`config.mk`:
```
export PLATFORM = sky130hd
export DESIGN_NAME = multicycle_control_flat
export DESIGN_NICKNAME = d
export VERILOG_FILES = /design/src/rtl/multicycle_control_pkg.sv /design/src/rtl/multicycle_control_if.sv /design/src/rtl/multicycle_control_alu_control_decode.sv /design/src/rtl/multicycle_control.sv /design/src/flat_wrapper.sv
export SDC_FILE = /design/constraint.sdc
export NUM_CORES = 1
export LEC_CHECK = 0
export CAP_MARGIN = 20
export CELL_PAD_IN_SITES_DETAIL_PLACEMENT = 0
export CELL_PAD_IN_SITES_GLOBAL_PLACEMENT = 1
export CORE_MARGIN = 4
export CORE_UTILIZATION = 23
export CTS_CLUSTER_SIZE = 8
export DETAILED_ROUTE_END_ITERATION = 10
export PLACE_DENSITY_LB_ADDON = 0.1
export SLEW_MARGIN = 25
export SYNTH_ARGS = -nofsm -noshare
export SYNTH_HDL_FRONTEND = slang
export SYNTH_HIERARCHICAL = 1
export SYNTH_SLANG_ARGS = --single-unit
```
`constraint.sdc`:
```
create_clock -name clk -period 1.8 [get_ports clk]
set_input_delay 0.36 -clock clk [delete_from_list [all_inputs] [get_ports clk]]
set_output_delay 0.36 -clock clk [all_outputs]
set_load 0.05 [all_outputs]
```
`src/rtl/multicycle_control_pkg.sv`:
```
// Shared encodings for the multi-cycle MIPS control FSM: states, opcodes, funct codes, ALU codes, select values.
package multicycle_control_pkg;

  typedef enum logic [3:0] {
    S_FETCH   = 4'd0,
    S_DECODE  = 4'd1,
    S_EXEC    = 4'd2,
    S_RWB     = 4'd3,
    S_ADDR    = 4'd4,
    S_MEM     = 4'd5,
    S_LWB     = 4'd6,
    S_BRANCH  = 4'd7,
    S_BR_WAIT = 4'd8,
    S_BR_TAKE = 4'd9,
    S_JUMP    = 4'd10,
    S_ERROR   = 4'd11
  } state_e;

  localparam logic [5:0] OP_RTYPE = 6'b000000;
  localparam logic [5:0] OP_LW    = 6'b100011;
  localparam logic [5:0] OP_SW    = 6'b101011;
  localparam logic [5:0] OP_BEQ   = 6'b000100;
  localparam logic [5:0] OP_J     = 6'b000010;

  localparam logic [5:0] FN_ADD = 6'b100000;
  localparam logic [5:0] FN_SUB = 6'b100010;
  localparam logic [5:0] FN_AND = 6'b100100;
  localparam logic [5:0] FN_OR  = 6'b100101;
  localparam logic [5:0] FN_SLT = 6'b101010;

  localparam logic [3:0] ALU_ADD = 4'b0010;
  localparam logic [3:0] ALU_SUB = 4'b0110;
  localparam logic [3:0] ALU_AND = 4'b0000;
  localparam logic [3:0] ALU_OR  = 4'b0001;
  localparam logic [3:0] ALU_SLT = 4'b0111;

  localparam logic [1:0] SRCB_RT     = 2'b00;
  localparam logic [1:0] SRCB_FOUR   = 2'b01;
  localparam logic [1:0] SRCB_IMM    = 2'b10;
  localparam logic [1:0] SRCB_IMM_SH = 2'b11;

  localparam logic [1:0] PCSRC_ALU  = 2'b00;
  localparam logic [1:0] PCSRC_JUMP = 2'b10;

endpackage

```
`src/rtl/multicycle_control_if.sv`:
```
// multicycle_control_if - control outputs and status inputs between the FSM and the datapath.
interface multicycle_control_if;
  logic [5:0] opcode;
  logic [5:0] funct;
  logic       zero;
  logic       mem_ready;
  logic [3:0] alu_control;
  logic       alu_src_a;
  logic [1:0] alu_src_b;
  logic       iord;
  logic       mem_read;
  logic       mem_write;
  logic       ir_write;
  logic       pc_write;
  logic [1:0] pc_source;
  logic       reg_write;
  logic       reg_dst;
  logic       mem_to_reg;
  logic       illegal;
  logic [3:0] state_dbg;

  modport master (
    input  opcode, funct, zero, mem_ready,
    output alu_control, alu_src_a, alu_src_b, iord, mem_read, mem_write,
           ir_write, pc_write, pc_source, reg_write, reg_dst, mem_to_reg,
           illegal, state_dbg
  );

  modport slave (
    output opcode, funct, zero, mem_ready,
    input  alu_control, alu_src_a, alu_src_b, iord, mem_read, mem_write,
           ir_write, pc_write, pc_source, reg_write, reg_dst, mem_to_reg,
           illegal, state_dbg
  );
endinterface

```
`src/rtl/multicycle_control_alu_control_decode.sv`:
```
// alu_control_decode - maps an R-type funct field to an ALU control code and a supported flag.
module alu_control_decode
  import multicycle_control_pkg::*;
(
  input  logic [5:0] funct_i,
  output logic [3:0] alu_control_o,
  output logic       funct_valid_o
);

  always_comb begin
    alu_control_o = ALU_ADD;
    funct_valid_o = 1'b1;
    case (funct_i)
      FN_ADD:  alu_control_o = ALU_ADD;
      FN_SUB:  alu_control_o = ALU_SUB;
      FN_AND:  alu_control_o = ALU_AND;
      FN_OR:   alu_control_o = ALU_OR;
      FN_SLT:  alu_control_o = ALU_SLT;
      default: funct_valid_o = 1'b0;
    endcase
  end

endmodule

```
`src/rtl/multicycle_control.sv`:
```
// multicycle_control - Moore control FSM for a multi-cycle MIPS datapath with a registered ALU.
module multicycle_control
  import multicycle_control_pkg::*;
#(
  parameter logic [3:0] RESET_STATE = 4'd0
) (
  input  logic                  clk,
  input  logic                  reset,
  multicycle_control_if.master  bus
);

  state_e     state_q, state_d;
  logic       taken_q, taken_d;
  logic       illegal_q, illegal_d;
  logic [3:0] dec_alu;
  logic       dec_valid;

  alu_control_decode u_alu_dec (
    .funct_i       (bus.funct),
    .alu_control_o (dec_alu),
    .funct_valid_o (dec_valid)
  );

  always_ff @(posedge clk) begin
    if (reset) begin
      state_q   <= state_e'(RESET_STATE);
      taken_q   <= 1'b0;
      illegal_q <= 1'b0;
    end else begin
      state_q   <= state_d;
      taken_q   <= taken_d;
      illegal_q <= illegal_d;
    end
  end

  always_comb begin
    state_d         = state_q;
    taken_d         = taken_q;
    bus.alu_control = ALU_ADD;
    bus.alu_src_a   = 1'b0;
    bus.alu_src_b   = SRCB_RT;
    bus.iord        = 1'b0;
    bus.mem_read    = 1'b0;
    bus.mem_write   = 1'b0;
    bus.ir_write    = 1'b0;
    bus.pc_write    = 1'b0;
    bus.pc_source   = PCSRC_ALU;
    bus.reg_write   = 1'b0;
    bus.reg_dst     = 1'b0;
    bus.mem_to_reg  = 1'b0;

    // Outputs stay at defaults for the whole reset cycle, whatever state we are in.
    if (!reset) begin
      case (state_q)
        S_FETCH: begin
          bus.mem_read  = 1'b1;
          bus.alu_src_b = SRCB_FOUR;
          if (bus.mem_ready) begin
            bus.ir_write = 1'b1;
            state_d      = S_DECODE;
          end
        end
        S_DECODE: begin
          bus.pc_write = 1'b1;
          case (bus.opcode)
            OP_RTYPE:     state_d = S_EXEC;
            OP_LW, OP_SW: state_d = S_ADDR;
            OP_BEQ:       state_d = S_BRANCH;
            OP_J:         state_d = S_JUMP;
            default:      state_d = S_ERROR;
          endcase
        end
        S_EXEC: begin
          bus.alu_src_a   = 1'b1;
          bus.alu_control = dec_alu;
          state_d         = dec_valid ? S_RWB : S_ERROR;
        end
        S_RWB: begin
          bus.reg_write = 1'b1;
          bus.reg_dst   = 1'b1;
          state_d       = S_FETCH;
        end
        S_ADDR: begin
          bus.alu_src_a = 1'b1;
          bus.alu_src_b = SRCB_IMM;
          state_d       = S_MEM;
        end
        S_MEM: begin
          // ALU inputs mirror ADDR so the registered address cannot drift while stalled.
          bus.alu_src_a = 1'b1;
          bus.alu_src_b = SRCB_IMM;
          bus.iord      = 1'b1;
          bus.mem_read  = (bus.opcode == OP_LW);
          bus.mem_write = (bus.opcode == OP_SW);
          if (bus.mem_ready) state_d = (bus.opcode == OP_LW) ? S_LWB : S_FETCH;
        end
        S_LWB: begin
          bus.reg_write  = 1'b1;
          bus.mem_to_reg = 1'b1;
          state_d        = S_FETCH;
        end
        S_BRANCH: begin
          bus.alu_control = ALU_SUB;
          bus.alu_src_a   = 1'b1;
          state_d         = S_BR_WAIT;
        end
        S_BR_WAIT: begin
          taken_d       = bus.zero;
          bus.alu_src_b = SRCB_IMM_SH;
          state_d       = S_BR_TAKE;
        end
        S_BR_TAKE: begin
          bus.pc_write = taken_q;
          state_d      = S_FETCH;
        end
        S_JUMP: begin
          bus.pc_write  = 1'b1;
          bus.pc_source = PCSRC_JUMP;
          state_d       = S_FETCH;
        end
        default: state_d = S_ERROR;
      endcase
    end

    illegal_d = illegal_q | (state_d == S_ERROR);
  end

  assign bus.state_dbg = state_q;
  assign bus.illegal   = illegal_q;

endmodule

```
`src/flat_wrapper.sv`:
```
// flat-port wrapper written by rule: the top's interface ports become plain ports
module multicycle_control_flat import multicycle_control_pkg::*;
#(
  parameter logic [3:0] RESET_STATE = 4'd0
)
  (clk, reset, bus_opcode, bus_funct, bus_zero, bus_mem_ready, bus_alu_control, bus_alu_src_a, bus_alu_src_b, bus_iord, bus_mem_read, bus_mem_write, bus_ir_write, bus_pc_write, bus_pc_source, bus_reg_write, bus_reg_dst, bus_mem_to_reg, bus_illegal, bus_state_dbg);
  multicycle_control_if bus_i ();
  input  logic clk;
  input  logic reset;
  input wire logic [$bits(bus_i.opcode)-1:0] bus_opcode;
  input wire logic [$bits(bus_i.funct)-1:0] bus_funct;
  input wire logic [$bits(bus_i.zero)-1:0] bus_zero;
  input wire logic [$bits(bus_i.mem_ready)-1:0] bus_mem_ready;
  output wire logic [$bits(bus_i.alu_control)-1:0] bus_alu_control;
  output wire logic [$bits(bus_i.alu_src_a)-1:0] bus_alu_src_a;
  output wire logic [$bits(bus_i.alu_src_b)-1:0] bus_alu_src_b;
  output wire logic [$bits(bus_i.iord)-1:0] bus_iord;
  output wire logic [$bits(bus_i.mem_read)-1:0] bus_mem_read;
  output wire logic [$bits(bus_i.mem_write)-1:0] bus_mem_write;
  output wire logic [$bits(bus_i.ir_write)-1:0] bus_ir_write;
  output wire logic [$bits(bus_i.pc_write)-1:0] bus_pc_write;
  output wire logic [$bits(bus_i.pc_source)-1:0] bus_pc_source;
  output wire logic [$bits(bus_i.reg_write)-1:0] bus_reg_write;
  output wire logic [$bits(bus_i.reg_dst)-1:0] bus_reg_dst;
  output wire logic [$bits(bus_i.mem_to_reg)-1:0] bus_mem_to_reg;
  output wire logic [$bits(bus_i.illegal)-1:0] bus_illegal;
  output wire logic [$bits(bus_i.state_dbg)-1:0] bus_state_dbg;
  assign bus_i.opcode = bus_opcode;
  assign bus_i.funct = bus_funct;
  assign bus_i.zero = bus_zero;
  assign bus_i.mem_ready = bus_mem_ready;
  assign bus_alu_control = bus_i.alu_control;
  assign bus_alu_src_a = bus_i.alu_src_a;
  assign bus_alu_src_b = bus_i.alu_src_b;
  assign bus_iord = bus_i.iord;
  assign bus_mem_read = bus_i.mem_read;
  assign bus_mem_write = bus_i.mem_write;
  assign bus_ir_write = bus_i.ir_write;
  assign bus_pc_write = bus_i.pc_write;
  assign bus_pc_source = bus_i.pc_source;
  assign bus_reg_write = bus_i.reg_write;
  assign bus_reg_dst = bus_i.reg_dst;
  assign bus_mem_to_reg = bus_i.mem_to_reg;
  assign bus_illegal = bus_i.illegal;
  assign bus_state_dbg = bus_i.state_dbg;
  multicycle_control #(.RESET_STATE(RESET_STATE)) u_core (.clk(clk), .reset(reset), .bus(bus_i));
endmodule
```
==> results.md, run 1 <==
- Hold path endpoint: u_core/taken_q
- Vias per std cell: 4.70
- Initial antenna violation count: 0
- Reg-to-Reg End: u_core/bus.illegal
- DIE HEIGHT: roughly 64 µm
- R2R cell count: 5
- Max Cap Viol: 0
- Crit path buffers/inverters: 2
- CP Cell Sequence: buf_6 -> nand2b_4 -> or4b_4 -> nand3b_1 -> buf_12
- Diode count: 0
- Hold path startpoint: u_core/taken_q
- Row count: 19
- First DRT Iteration DRCs: 20
- Layout cell share with drive strength beyond 1: 67.8%
- Total Routing Usage GR: between 10% and 20%
- Max clock buf depth: 2
- Commonest non-fill, non-tap cells in the layout: buf_4, buf_12, buf_6, nand2_1, a21oi_1
- Busiest grt layer: met2
- Register area: 135 µm²
- Min-Delay Path Depth: 2
- Setup tns final: 0 ns
- Pre-CTS setup slack: -0.534 ns
- Final Net Count: 192
- Worst path arrival time: 1.44 ns
- WP data required: 1.44 ns
- Main synth FF type: dfxtp_1
- Period minus WS final: 1.80 ns
- Area of the core: 0.00288 mm²
- Number of global-route vias before repair: approximately 990
- Synth Instances: between 100 and 150
- Fillers: 250
- Slew Viols, Final: 0
- # IOs: 38
- Syn avg cell area: 6.96 µm²
- Yosys cell types: 42
- Clock skew: between 0.004 and 0.005 ns
- Grt met1 use: between 10% and 20%
- Crit-path leading delay family: simple AND/OR/NAND/NOR gates
- Mapped Area: 717 µm²
- CP Class: input port to output port
- Final hold violation count: 0
- Synth Register Bits: 6
- Fin crit share: 99.8%
- WL/cell: 12.1 µm
- Util after Layout: 62.2%
- Worst path max stage delay: between 0.4 and 0.5 ns
- Detailed placement HPWL: 2110 µm
- Initial DRT Pass Iterations: 4
- PortBufs: 35
- Met3 GRT Util: 2.10%
- Fraction of registers with async set/reset: 0%
- Reg2Reg Launch Point: u_core/bus.state_dbg[1]
- Gpl congestion: 0.779
- Tot Pwr: 2.10 mW
- Worst VDD drop: 0.000591 V
- Setup violators final: 0
- Startpoint types: input port
- RSZ-0062 raised after global routing: yes
- CP Capture Type: output port
- Initial Util: 24.9%
- Fmax: 0.557 GHz
- EDFF count, synth: 0
- Die area: 0.00407 mm²
- Multi-input logic area: 753 µm²
- CTS tree: done
- DRT Wirelength: 2620 µm
- LEAKAGE: 0.727 nW
- Clk slew on worst S/H paths: about 0.040 ns
- Clock Tree Root: clkbuf_4
- Hold WC Path Type: flop to flop
- H-Tree Depth: 1
- Drt drc: 0
- Area delta synth->final: 149%
- CP max stage cell: or4b_4
- GRT overflow: 0
- Die Wd: 63.8 µm
- Routed Antenna Nets: 0
- Setup WS post-layout: 0.00338 ns
- Reg2reg setup slack: about 0.07 ns
- Synthesis warning total: 6
- Synthesized net count: between 100 and 150
- Number of buffers created by CTS: 3
- Crit path max fanout: 3
- Sequential fraction of the synthesis area: between 15 and 20%
- Commonest non-fill, non-tap cell in the layout: buf_4
- Total number of vias: 1015
- Status: complete, no violations
- Met2 Use GR: 25.0%
- Clock sink count: 6
- Power per cell area: between 1000 and 1500 mW/mm²
- First-pass GRT wire length: 4270 µm
- Clk Latency, worst-skew pair: between 0.2 and 0.25 ns
- Largest net degree at the start of global routing: 12
synthesized netlist by cell type, types with 2 or more instances:
master / number / area share [%]
clkbuf_1: 3 / 1.6
nand4bb_1: 3 / 4.7
inv_1: 2 / 1.0
nand2_1: 9 / 4.7
nor2_1: 10 / 5.2
nor3_1: 7 / 4.9
nand2b_1: 5 / 4.4
nor4_1: 3 / 2.6
buf_4: 4 / 4.2
o21ai_0: 2 / 1.4
nand3_1: 4 / 2.8
a21oi_1: 10 / 7.0
dfxtp_1: 6 / 17
and2b_1: 2 / 2.1
conb_1: 2 / 1.0
and3_1: 5 / 4.4
stage by stage:
stage                     instances  instance area (µm²)  hold slack (ns)
after floorplan                 103                  866            0.436
after global placement          198                 1510            0.450
after detailed placement        198                 1510            0.463
after CTS                       210                 1710            0.470
after global routing            216                 1790            0.483
final                           216                 1790            0.464
timing repair:
item | 4_1_cts | 5_1_grt
gates resized for setup | 50 | 26
setup endpoints to repair | 15 | 14
hold buffers | 0 | 0
pin swaps | 15 | 14
setup buffers | 9 | 6
registers in the layout, summed over array words and instances, names as in the netlist:
register / flops
u_core/taken_q: 1
u_core/bus.illegal: 1
u_core/bus.state_dbg: 4
worst min-delay path, stage by stage (launching register included):
cell     delay (ns)
dfxtp_1        0.30
nand2_1        0.05
a21oi_1        0.06
kinds of logic (layout without fill, tap and decap cells):
logic type,after synthesis,count (layout),share of synthesized area (%)
AND/OR/NAND/NOR,59,59,49.0
flip-flops,6,6,16.8
XOR/XNOR,1,1,1.22
buffers and inverters,12,83,9.42
other,2,2,1.05
AO/OA/AOI/OAI,21,21,19.5
multiplexers,2,2,2.97
report_power, final:
part	internal, mW	leakage, nW	total (mW)	switching (mW)
Sequential	0.201	0.0518	0.271	0.0701
Clock	0.0750	0.0138	0.117	0.0418
Combinational	0.815	0.662	1.71	0.893
cell type report:
cell class                 count  area share (%)
sequential                     6            7.56
timing repair buffer          77            45.1
clock buffer                   3            1.26
inverter                       3            1.05
multi-input combinational     85            42.1
tap                           42            2.94
worst max-delay path by stage:
stage / cells past startpoint / endpoint / slack [ns] / startpoint
4_1_cts: 5 / bus_alu_control[1] / -0.04 / bus_funct[4]
5_1_grt: 6 / bus_alu_src_b[1] / -0.05 / u_core/bus.state_dbg[0]
6_report: 5 / bus_alu_control[1] / 0.003 / bus_funct[4]
2_1_floorplan: 4 / bus_reg_write / -0.28 / u_core/bus.state_dbg[3]
3_3_place_gp: 6 / u_core/bus.illegal / -0.49 / bus_opcode[1]
3_5_place_dp: 6 / u_core/bus.illegal / -0.53 / bus_opcode[1]
metal layers:
metal | vias to the layer above | share of wire, %
met4 | 0 | 0.27
met5 | - | 0
met1 | 474 | 43
met2 | 24 | 53
met3 | 2 | 3.5
li1 | 515 | -
Power figures use the tool's default switching activity.
==> inputs of run 2 (changes only) <==
--- a/config.mk
+++ b/config.mk
@@ -9,10 +9,11 @@
 export CELL_PAD_IN_SITES_DETAIL_PLACEMENT = 0
 export CELL_PAD_IN_SITES_GLOBAL_PLACEMENT = 1
 export CORE_MARGIN = 4
-export CORE_UTILIZATION = 23
+export CORE_UTILIZATION = 28
 export CTS_CLUSTER_SIZE = 8
 export DETAILED_ROUTE_END_ITERATION = 10
 export PLACE_DENSITY_LB_ADDON = 0.1
+export RECOVER_POWER = 100
 export SLEW_MARGIN = 25
 export SYNTH_ARGS = -nofsm -noshare
 export SYNTH_HDL_FRONTEND = slang
==> constraint.sdc (replaced) <==
create_clock -name clk -period 2.1 [get_ports clk]
set_input_delay 0.42 -clock clk [delete_from_list [all_inputs] [get_ports clk]]
set_output_delay 0.42 -clock clk [all_outputs]
set_load 0.05 [all_outputs]
==> run 2 against run 1 <==
  * Combinational power decreased by 45%
  * Register-to-register slack improved by 0.21 ns
  * Non-clock buffer count decreased by 32
  * Sequential power increased by 13%
  * Via count decreased by 11%
  * Highest routed layer is now met3
  * Sequential share of layout area increased by 2.4 points
  * Critical path type unchanged
  * Cell count decreased by 20%
  * Hold slack got worse by 0.0048 ns
==> results.md, run 2 (same netlist as run 1, synthesis figures left out) <==
- Die Wd: 58.6 µm (-8.2%)
- Slew Viols, Final: 0 (unchanged)
- Routed Antenna Nets: 0 (unchanged)
- DIE HEIGHT: 58.6 µm (-8.2%)
- First-pass GRT wire length: 3710 µm (-13%)
- Clock Tree Root: clkbuf_4
- Clock sink count: 6 (unchanged)
- Gpl congestion: 0.829 (+6.4%)
- Reg2Reg Launch Point: u_core/bus.state_dbg[1]
- Crit path max fanout: 6 (+3)
- Hold Buf Count CTS: 0 (unchanged)
- Number of global-route vias before repair: 788 (-20%)
- Total number of vias: 900 (-11%)
- WP data required: 1.68 ns (+0.24 ns)
- Row count: 18 (-1)
- Largest net degree at the start of global routing: 22 (+10)
- Diode count: 0 (unchanged)
- CP Capture Type: output port
- Worst path arrival time: 1.63 ns (+0.19 ns)
- Area of the core: 0.00245 mm² (-15%)
- Startpoint types: input port
- Area delta synth->final: 88.7%
- Pre-CTS setup slack: -0.293 ns (+0.241 ns)
- Drt drc: 0 (unchanged)
- Setup violators final: 0 (unchanged)
- Vias per std cell: 5.23 (+11%)
- Layout cell share with drive strength beyond 1: 35.2% (-33 points)
- Period minus WS final: 2.05 ns
- Fin crit share: 97.4%
- Hold WC Path Type: flop to flop
- Clk slew on worst S/H paths: 0.04 ns (about the same)
- CTS tree: done
- WL/cell: 13.1 µm (+7.8%)
- Fillers: 252 (+0.80%)
- Number of buffers created by CTS: 3 (unchanged)
- Final Net Count: 160 (-17%)
- Setup WS post-layout: 0.0539 ns (+0.0505 ns)
- Max reg flops: 4 (unchanged)
- Initial Util: 29.2% (+4.3 points)
- Worst slew pin tran: just over 0.5 ns
- PortBufs: 35 (unchanged)
- Fin area: 0.00135 mm² (-24%)
- Status: complete, no violations
- Hold path endpoint: u_core/taken_q
- H-Tree Depth: 1 (unchanged)
- Power per cell area: 997 mW/mm² (-15%)
- Detailed placement HPWL: 1770 µm (-16%)
- Clock skew: 0.00579 ns (+0.00174 ns)
- Initial antenna violation count: 0 (unchanged)
- Min-Delay Path Depth: 2 (unchanged)
- Post-placement cell area: 0.00135 mm² (-11%)
- Total Routing Usage GR: 13.5% (+0.81 points)
- Max Cap Viol: 0 (unchanged)
- Commonest non-fill, non-tap cell in the layout: buf_12
- Clk Latency, worst-skew pair: 0.24 ns (about the same)
- Rel. slew slack: 65.4%
- Final hold violation count: 0 (unchanged)
- Non-filler cells, final: 172 (-20%)
- R2R cell count: 5 (unchanged)
- # IOs: 38 (unchanged)
- Reg-to-Reg End: u_core/bus.illegal
- RSZ-0062 raised after global routing: no
- Fmax: 0.489 GHz
- Max clock buf depth: 2 (unchanged)
- Initial DRT Pass Iterations: 4 (unchanged)
- Fin Hold WS: 0.460 ns (-0.00475 ns)
- First DRT Iteration DRCs: 31 (+55%)
- Worst VDD drop: 0.00103 V (+74%)
- DRT Wirelength: 2250 µm (-14%)
- Hold path startpoint: u_core/taken_q
- CP Class: input port to output port
- GRT overflow: 0 (unchanged)
- LEAKAGE: 0.527 nW (-27%)
- Reg2reg setup slack: 0.28 ns (+0.21 ns)
- Die area: 0.00343 mm² (-16%)
- Cell count after placement: 167 (-16%)
- Commonest non-fill, non-tap cells in the layout: buf_12, nand2_1, nor2_1, a21oi_1, clkdlybuf4s50_1
- Util after Layout: 55.1% (-7.1 points)
==> run 2: changes by cell type in the layout (fill, tap and decap cells not counted), sizes merged, moves of 2 or more <==
cell / previous run / this run
dlygate4sd2: 4 / 6
dlygate4sd3: 0 / 4
clkbuf: 7 / 9
buf: 67 / 20
clkdlybuf4s50: 2 / 7
==> run 2: worst max-delay path by stage <==
stage	from	cells after the start	slack (ns)	endpoint
4_1_cts	bus_funct[1]	4	0.01	bus_alu_control[1]
2_1_floorplan	u_core/bus.state_dbg[3]	4	-0.04	bus_reg_write
5_1_grt	u_core/bus.state_dbg[3]	5	0.0002	bus_mem_read
6_report	bus_funct[2]	4	0.05	bus_alu_control[1]
3_3_place_gp	bus_opcode[0]	6	-0.27	u_core/bus.illegal
3_5_place_dp	bus_opcode[0]	6	-0.29	u_core/bus.illegal
==> run 2: final cells by class <==
cell class | count | area, µm² | share of cell area, %
clock buffers | 3 | 22.5 | 1.67
inverters | 3 | 11.3 | 0.833
multi-input cells | 85 | 616 | 45.5
flip-flops and latches | 6 | 135 | 9.99
well taps | 30 | 37.5 | 2.78
repair buffers | 45 | 531 | 39.2
==> run 2: repair_timing <==
item / 4_1_cts / 5_1_grt
gates resized for setup: 16 / 4
setup endpoints to repair: 5 / 4
setup buffers: 2 / 0
pin swaps: 6 / 3
==> run 2: critical path: stages <==
cell,delay (ns)
dlygate4sd2_1,0.31
or4b_4,0.49
nand3b_1,0.22
buf_12,0.19
==> run 2: per-stage QoR <==
stage	setup TNS (ns)	total power [mW]
2_1_floorplan	-0.0427	0.959
3_3_place_gp	-1.10	1.29
3_5_place_dp	-1.14	1.29
4_1_cts	0	1.40
5_1_grt	0	1.44
6_report	0	1.35
==> run 2: where the power goes <==
part | switching (mW) | internal, mW | total, mW | leakage, nW
Sequential | 0.132 | 0.173 | 0.305 | 0.0518
Clock | 0.0398 | 0.0645 | 0.104 | 0.0138
Combinational | 0.552 | 0.387 | 0.939 | 0.462
Total | 0.723 | 0.625 | 1.35 | 0.527
==> run 2: per-layer routing <==
layer | part of all wire [%] | GRT usage [%]
met3 | 5.9 | 1.97
met5 | 0 | 0
met2 | 52 | 23.0
met4 | 0 | 2.91
met1 | 43 | 18.1
==> inputs of run 3 (changes only) <==
--- a/config.mk
+++ b/config.mk
@@ -5,13 +5,13 @@
 export SDC_FILE = /design/constraint.sdc
 export NUM_CORES = 1
 export LEC_CHECK = 0
-export CAP_MARGIN = 20
 export CELL_PAD_IN_SITES_DETAIL_PLACEMENT = 0
 export CELL_PAD_IN_SITES_GLOBAL_PLACEMENT = 1
 export CORE_MARGIN = 4
 export CORE_UTILIZATION = 28
 export CTS_CLUSTER_SIZE = 8
 export DETAILED_ROUTE_END_ITERATION = 10
+export MAX_ROUTING_LAYER = met4
 export PLACE_DENSITY_LB_ADDON = 0.1
 export RECOVER_POWER = 100
 export SLEW_MARGIN = 25
@@ -19,3 +19,4 @@
 export SYNTH_HDL_FRONTEND = slang
 export SYNTH_HIERARCHICAL = 1
 export SYNTH_SLANG_ARGS = --single-unit
+export TNS_END_PERCENT = 30
==> run 3 against run 2 <==
  * Sequential power is essentially flat
  * Critical endpoint unchanged
  * Die area unchanged
  * Sequential cell count did not move
  * Total power up 0.18%
  * Critical path type unchanged
  * Global-route usage fell by 0.12 points
  * Non-clock buffer count grew 2
  * Setup slack worse by 0.029 ns
  * Largest power group unchanged
  * Clock-buffer cell count stayed put
  * Combinational power rose by 0.7%
  * Clock skew fell by 0.0052 ns
  * Register-to-register slack got worse by 0.12 ns
==> results.md, run 3 (same netlist as run 1, synthesis figures left out) <==
- Worst slew pin tran: 0.508 ns (-0.00996 ns)
- Number of global-route vias before repair: 829 (+5.2%)
- Total number of vias: 907 (+0.78%)
- Final Net Count: 162 (+1.3%)
- Area delta synth->final: 88.7% (unchanged)
- Reg2reg setup slack: 0.16 ns (-0.12 ns)
- Seq pwr share: 22.6% (about the same)
- Fillers: 230 (-8.7%)
- Status: complete, no violations
- Gpl congestion: 0.847 (+2.2%)
- Slew Viols, Final: 0 (unchanged)
- Multi-input logic area: 589 µm² (-4.3%)
- Pre-CTS setup slack: -0.308 ns (-0.0149 ns)
- WL/cell: 12.9 µm (-1.1%)
- Reg-to-Reg End: u_core/bus.illegal
- H-Tree Depth: 1 (unchanged)
- Clock skew: 0.000594 ns (-0.00519 ns)
- Worst path arrival time: 1.66 ns (+0.03 ns)
- Rel. slew slack: 66.1% (+0.67 points)
- Initial DRT Pass Iterations: 4 (unchanged)
- First-pass GRT wire length: 3660 µm (-1.5%)
- Commonest non-fill, non-tap cells in the layout: buf_12, buf_4, nor2_1, a21oi_1, nand2_1
- Hold WC Path Type: flop to flop
- CP Capture Type: output port
- Period minus WS final: 2.08 ns (+0.0290 ns)
- Clock Tree Root: clkbuf_4
- Diode count: 0 (unchanged)
- Clk slew on worst S/H paths: 0.04 ns (about the same)
- Initial Util: 29.2% (unchanged)
- Layout cell share with drive strength beyond 1: 36.1% (+0.90 points)
- Die area: 0.00343 mm² (unchanged)
- CP Class: input port to output port
- Fmax: 0.482 GHz (-1.4%)
- Total Routing Usage GR: 13.4% (-0.12 points)
- Fin Hold WS: 0.454 ns (-0.00580 ns)
- Clock power share: 7.4% (-0.3 points)
- Power per cell area: 999 mW/mm² (+0.18%)
- Final hold violation count: 0 (unchanged)
- Die Wd: 58.6 µm (unchanged)
- Register area: 135 µm² (unchanged)
- PortBufs: 35 (unchanged)
- Crit path max fanout: 3 (-3)
- Number of buffers created by CTS: 3 (unchanged)
- Setup violators final: 0 (unchanged)
- Combinational share of power: 70.0% (+0.3 points)
- Critical Path Source: bus_funct[4]
- # IOs: 38 (unchanged)
- Clk Latency, worst-skew pair: 0.23 ns (about the same)
- Tot Pwr: 1.35 mW (+0.18%)
- Largest net degree at the start of global routing: 22 (unchanged)
- Worst VDD drop: 0.00103 V (+0.25%)
- Commonest non-fill, non-tap cell in the layout: buf_12
- Switching share of total power: 53.5% (-0.17 points)
- CTS tree: done
- Reg2Reg Launch Point: u_core/bus.state_dbg[1]
- Vias per std cell: 5.21 (-0.38%)
- Area of the core: 0.00245 mm² (unchanged)
- First DRT Iteration DRCs: 14 (-55%)
- R2R cell count: 5 (unchanged)
- Drt drc: 0 (unchanged)
- Clock sink count: 6 (unchanged)
- Row count: 18 (unchanged)
- Initial antenna violation count: 0 (unchanged)
- DIE HEIGHT: 58.6 µm (unchanged)
- Setup WS post-layout: 0.0249 ns (-0.0290 ns)
- DRT Wirelength: 2250 µm (unchanged)
- LEAKAGE: 0.573 nW (+8.5%)
- Fin crit share: 98.8% (+1.4 points)
- Max Cap Viol: 0 (unchanged)
- Detailed placement HPWL: 1800 µm (+1.3%)
- Max reg flops: 4 (unchanged)
- Startpoint types: input port
- Internal: 0.629 mW (+0.55%)
- Max clock buf depth: 2 (unchanged)
- Routed Antenna Nets: 0 (unchanged)
- RSZ-0062 raised after global routing: yes
- Critical Path End: bus_alu_control[1]
- NetSw: 0.722 mW (-0.15%)
- WP data required: 1.68 ns (about the same)
- GRT overflow: 0 (unchanged)
run 3: changes by cell type in the layout (fill, tap and decap cells not counted), sizes merged:
cell and change:
dlygate4sd3 -1, clkbuf -1, buf +2, clkdlybuf4s15 -1, dlymetal6s2s +3
run 3: area by class of cell:
| type | count | area share (%) |
|---|---|---|
| inverter | 3 | 0.833 |
| sequential | 6 | 9.99 |
| multi-input combinational | 85 | 43.6 |
| clock buffer | 3 | 1.67 |
| timing repair buffer | 47 | 41.2 |
| tap | 30 | 2.78 |
run 3: worst min path at each step:
stage	start	to	slack, ns	depth (start not counted)
global route	u_core/taken_q	u_core/taken_q	0.49	2
finish	u_core/taken_q	u_core/taken_q	0.45	2
floorplan	u_core/taken_q	u_core/taken_q	0.44	2
detailed placement	u_core/taken_q	u_core/taken_q	0.45	2
global placement	u_core/taken_q	u_core/taken_q	0.44	2
CTS	u_core/taken_q	u_core/taken_q	0.46	2
run 3: worst max-delay path, stage by stage:
cell and delay [ns]:
dlygate4sd2_1 0.23, nand2b_4 0.14, or4b_4 0.47, nand3b_1 0.21, buf_12 0.18
run 3: metrics by stage:
step | area [µm²] | TNS [ns] | utilization (%) | cells
4_1_cts | 1400 | -0.167 | 57.1 | 174
6_report | 1350 | 0 | 55.1 | 174
2_1_floorplan | 816 | -0.0679 | - | 103
3_3_place_gp | 1370 | -0.865 | 55.8 | 170
3_5_place_dp | 1370 | -0.953 | 55.8 | 170
5_1_grt | 1350 | -0.0273 | 55.1 | 174
run 3: repair_timing:
action,4_1_cts,5_1_grt
pin swaps,1,6
buffers inserted,1,0
resized for setup,8,8
hold buffers,0,0
setup endpoints to repair,6,6
run 3: routing by layer:
layer	share of wire, %	global-route usage, %
met4	0.62	2.59
met3	5.6	1.75
met2	49	22.0
met5	0	-
met1	44	17.7
run 3: power groups by stage:
| stage | sequential (mW) | combinational (mW) | clock (mW) |
|---|---|---|---|
| after floorplan | 0.328 | 0.631 | 0 |
| after global placement | 0.317 | 0.978 | 0 |
| after detailed placement | 0.319 | 0.978 | 0 |
| after global routing | 0.322 | 1.01 | 0.110 |
| after CTS | 0.315 | 0.983 | 0.105 |
| final | 0.306 | 0.946 | 0.100 |
==> patch: new RTL, settings of run 1 <==
Reset style: asynchronous (`reset`), changed in one clocked block.
--- a/src/rtl/multicycle_control.sv
+++ b/src/rtl/multicycle_control.sv
@@ -21,7 +21,7 @@
     .funct_valid_o (dec_valid)
   );
 
-  always_ff @(posedge clk) begin
+  always_ff @(posedge clk or posedge reset) begin
     if (reset) begin
       state_q   <= state_e'(RESET_STATE);
       taken_q   <= 1'b0;
Formal check against the unedited RTL: differs if reset is asserted again (counterexample within 4 cycles, from zero or initial values and one cycle with reset high); with reset held inactive, the same outputs for 10 cycles.
==> patch against run 1 <==
The run now ends with setup timing left; core utilization is 0.18 points higher; wire length is 14% higher; synthesized cell count is 0.97% higher; synthesized area is 4.9% higher; cell area is 8.2% higher; first-iteration DRC count is 70% higher; sequential cell count stayed put; cell count is 2.3% higher; total power is 16% higher; global-route usage is 2.0 points higher; via count is 5.5% higher; setup slack worse by 180 ps; critical path type is now flip-flop to output pin; critical endpoint is now bus_alu_src_b[1]; largest cell class unchanged.
==> patch: results (changes against run 1) <==
metric;value;unit;change
outcome;finished, violations left;;was completed
violations;setup timing;;
avgViaCountPerCell;4.846;;was 4.699
startpoint;u_core/bus.state_dbg[0];;was bus_funct[4]
nNetsFinal;195;;was 192
layout-drive-gt1-share;0.7232;;was 0.6782
synth_fp_nets;120;;was 119
synth_async_sr_flop_share;1.000;;was 0
gp_congestion;0.8325;;was 0.7785
cp-endpoint;bus_alu_src_b[1];;was bus_alu_control[1]
avgSynthCellArea;7.230;um^2;was 6.961 um^2
grt_max_degree;13;;was 12
r2r.worst_path.cells;5;;unchanged
reg2reg_to;u_core/bus.illegal;;unchanged
powerDensity;1256;mW/mm^2;was 1172 mW/mm^2
drt_iter0_drc;34;;was 20
finalSetupTns;-428.9;ps;was 0 ps
dpl_cell_area;0.001659;mm^2;was 0.001513 mm^2
crit-reg2reg-launch;u_core/bus.state_dbg[2];;was u_core/bus.state_dbg[1]
grt_pass1_vias;1108;;was 991
grt_pass1_wl;5071;um;was 4271 um
grtUsageTotal;0.1470;;was 0.1271
final_cells;221;;was 216
fin_ws;-174.6;ps;was 3.382 ps
antenna_found_initial;0;;unchanged
post-dp-hpwl;2299;um;was 2108 um
seq_area_frac_synth;0.1997;;was 0.1675
wl_per_cell;13.57;um;was 12.14 um
ir_drop;0.0008082;V;was 0.0005907 V
clockRootBuffer;clkbuf_4;;unchanged
worstPathMaxFanout;6;;was 3
skew;2.420;ps;was 4.046 ps
htreeDepth;1;;unchanged
yosys-top-cells-area;dfrtp_1 20%, a21oi_1 8.7%, nor3_1 6.0%;;was dfxtp_1 17%, a21oi_1 7.0%, nor2_1 5.2%
synthFlopType;dfrtp_1;;was dfxtp_1
setup_violations;8;;was 0
p_leak;0.0008200;uW;was 0.0007274 uW
synth_common_cells;13 x a21oi_1, 9 x nor3_1, 7 x and3_1;;was 10 x a21oi_1, 10 x nor2_1, 9 x nand2_1
fillCellCount;270;;was 250
## patch: cell count changes in the layout (fill, tap and decap cells not counted), moves of 3 or more
| cell | run 1 | this run |
|---|---|---|
| dfxtp_4 | 4 | 0 |
| nand2_1 | 8 | 2 |
| buf_6 | 8 | 11 |
| nor2_2 | 4 | 1 |
| inv_1 | 2 | 6 |
| buf_12 | 15 | 19 |
| buf_4 | 40 | 35 |
| dfrtp_2 | 0 | 4 |
| nor3_4 | 4 | 7 |
## patch: repair_timing
item | CTS | global route
resized for setup | 48 | 23
hold buffers | 0 | 0
setup endpoints to repair | 19 | 17
pin swaps | 14 | 16
setup buffers | 12 | 5
## patch: kinds of logic after synthesis
kind of cell	after synthesis	share of synthesized area
simple gates	48	0.4027
other cells	2	0.009987
mux	2	0.02995
buf+inv	17	0.09816
xor+xnor	1	0.01165
flops	6	0.1997
compound gates	28	0.2479
## patch: worst max-delay path, stage by stage, from the launching register on
cell      delay (ps)
dfrtp_2          420
buf_12           140
or3_4            400
a211oi_4         240
buf_12           170
## patch: report_power, final
group          internal (uW)  switching, uW
Sequential               195            105
Combinational            980           1030
Clock                   75.1           43.9
## patch: per-stage QoR
step / hold WS, ps / utilization
final: 485.3 / 0.6234
after global routing: 507.7 / 0.6234
after CTS: 474.3 / 0.6036
after detailed placement: 466.9 / 0.5347
after global placement: 462.7 / 0.5347
after floorplan: 354.6 / -
## patch: worst min-delay path by stage
stage	start	end	slack, ps
6_report	u_core/bus.illegal	u_core/bus.illegal	490
5_1_grt	u_core/bus.illegal	u_core/bus.illegal	510
4_1_cts	u_core/bus.illegal	u_core/bus.illegal	470
3_5_place_dp	u_core/bus.illegal	u_core/bus.illegal	470
3_3_place_gp	u_core/bus.illegal	u_core/bus.illegal	460
2_1_floorplan	reset	u_core/bus.illegal	350
## patch: cell type report
class	instances	share of cell area
clock buffers	3	0.01164
inverters	8	0.01811
multi-input cells	81	0.4172
flip-flops and latches	6	0.08021
well taps	44	0.02846
repair buffers	79	0.4444
## patch: per-layer routing
metal  GRT usage  share of wire  vias up
li1            -              -      526
met1      0.1831           0.42      513
met2      0.2743           0.53       30
met3     0.02051          0.043        2
met4     0.01554         0.0017        0
met5           0              0        -
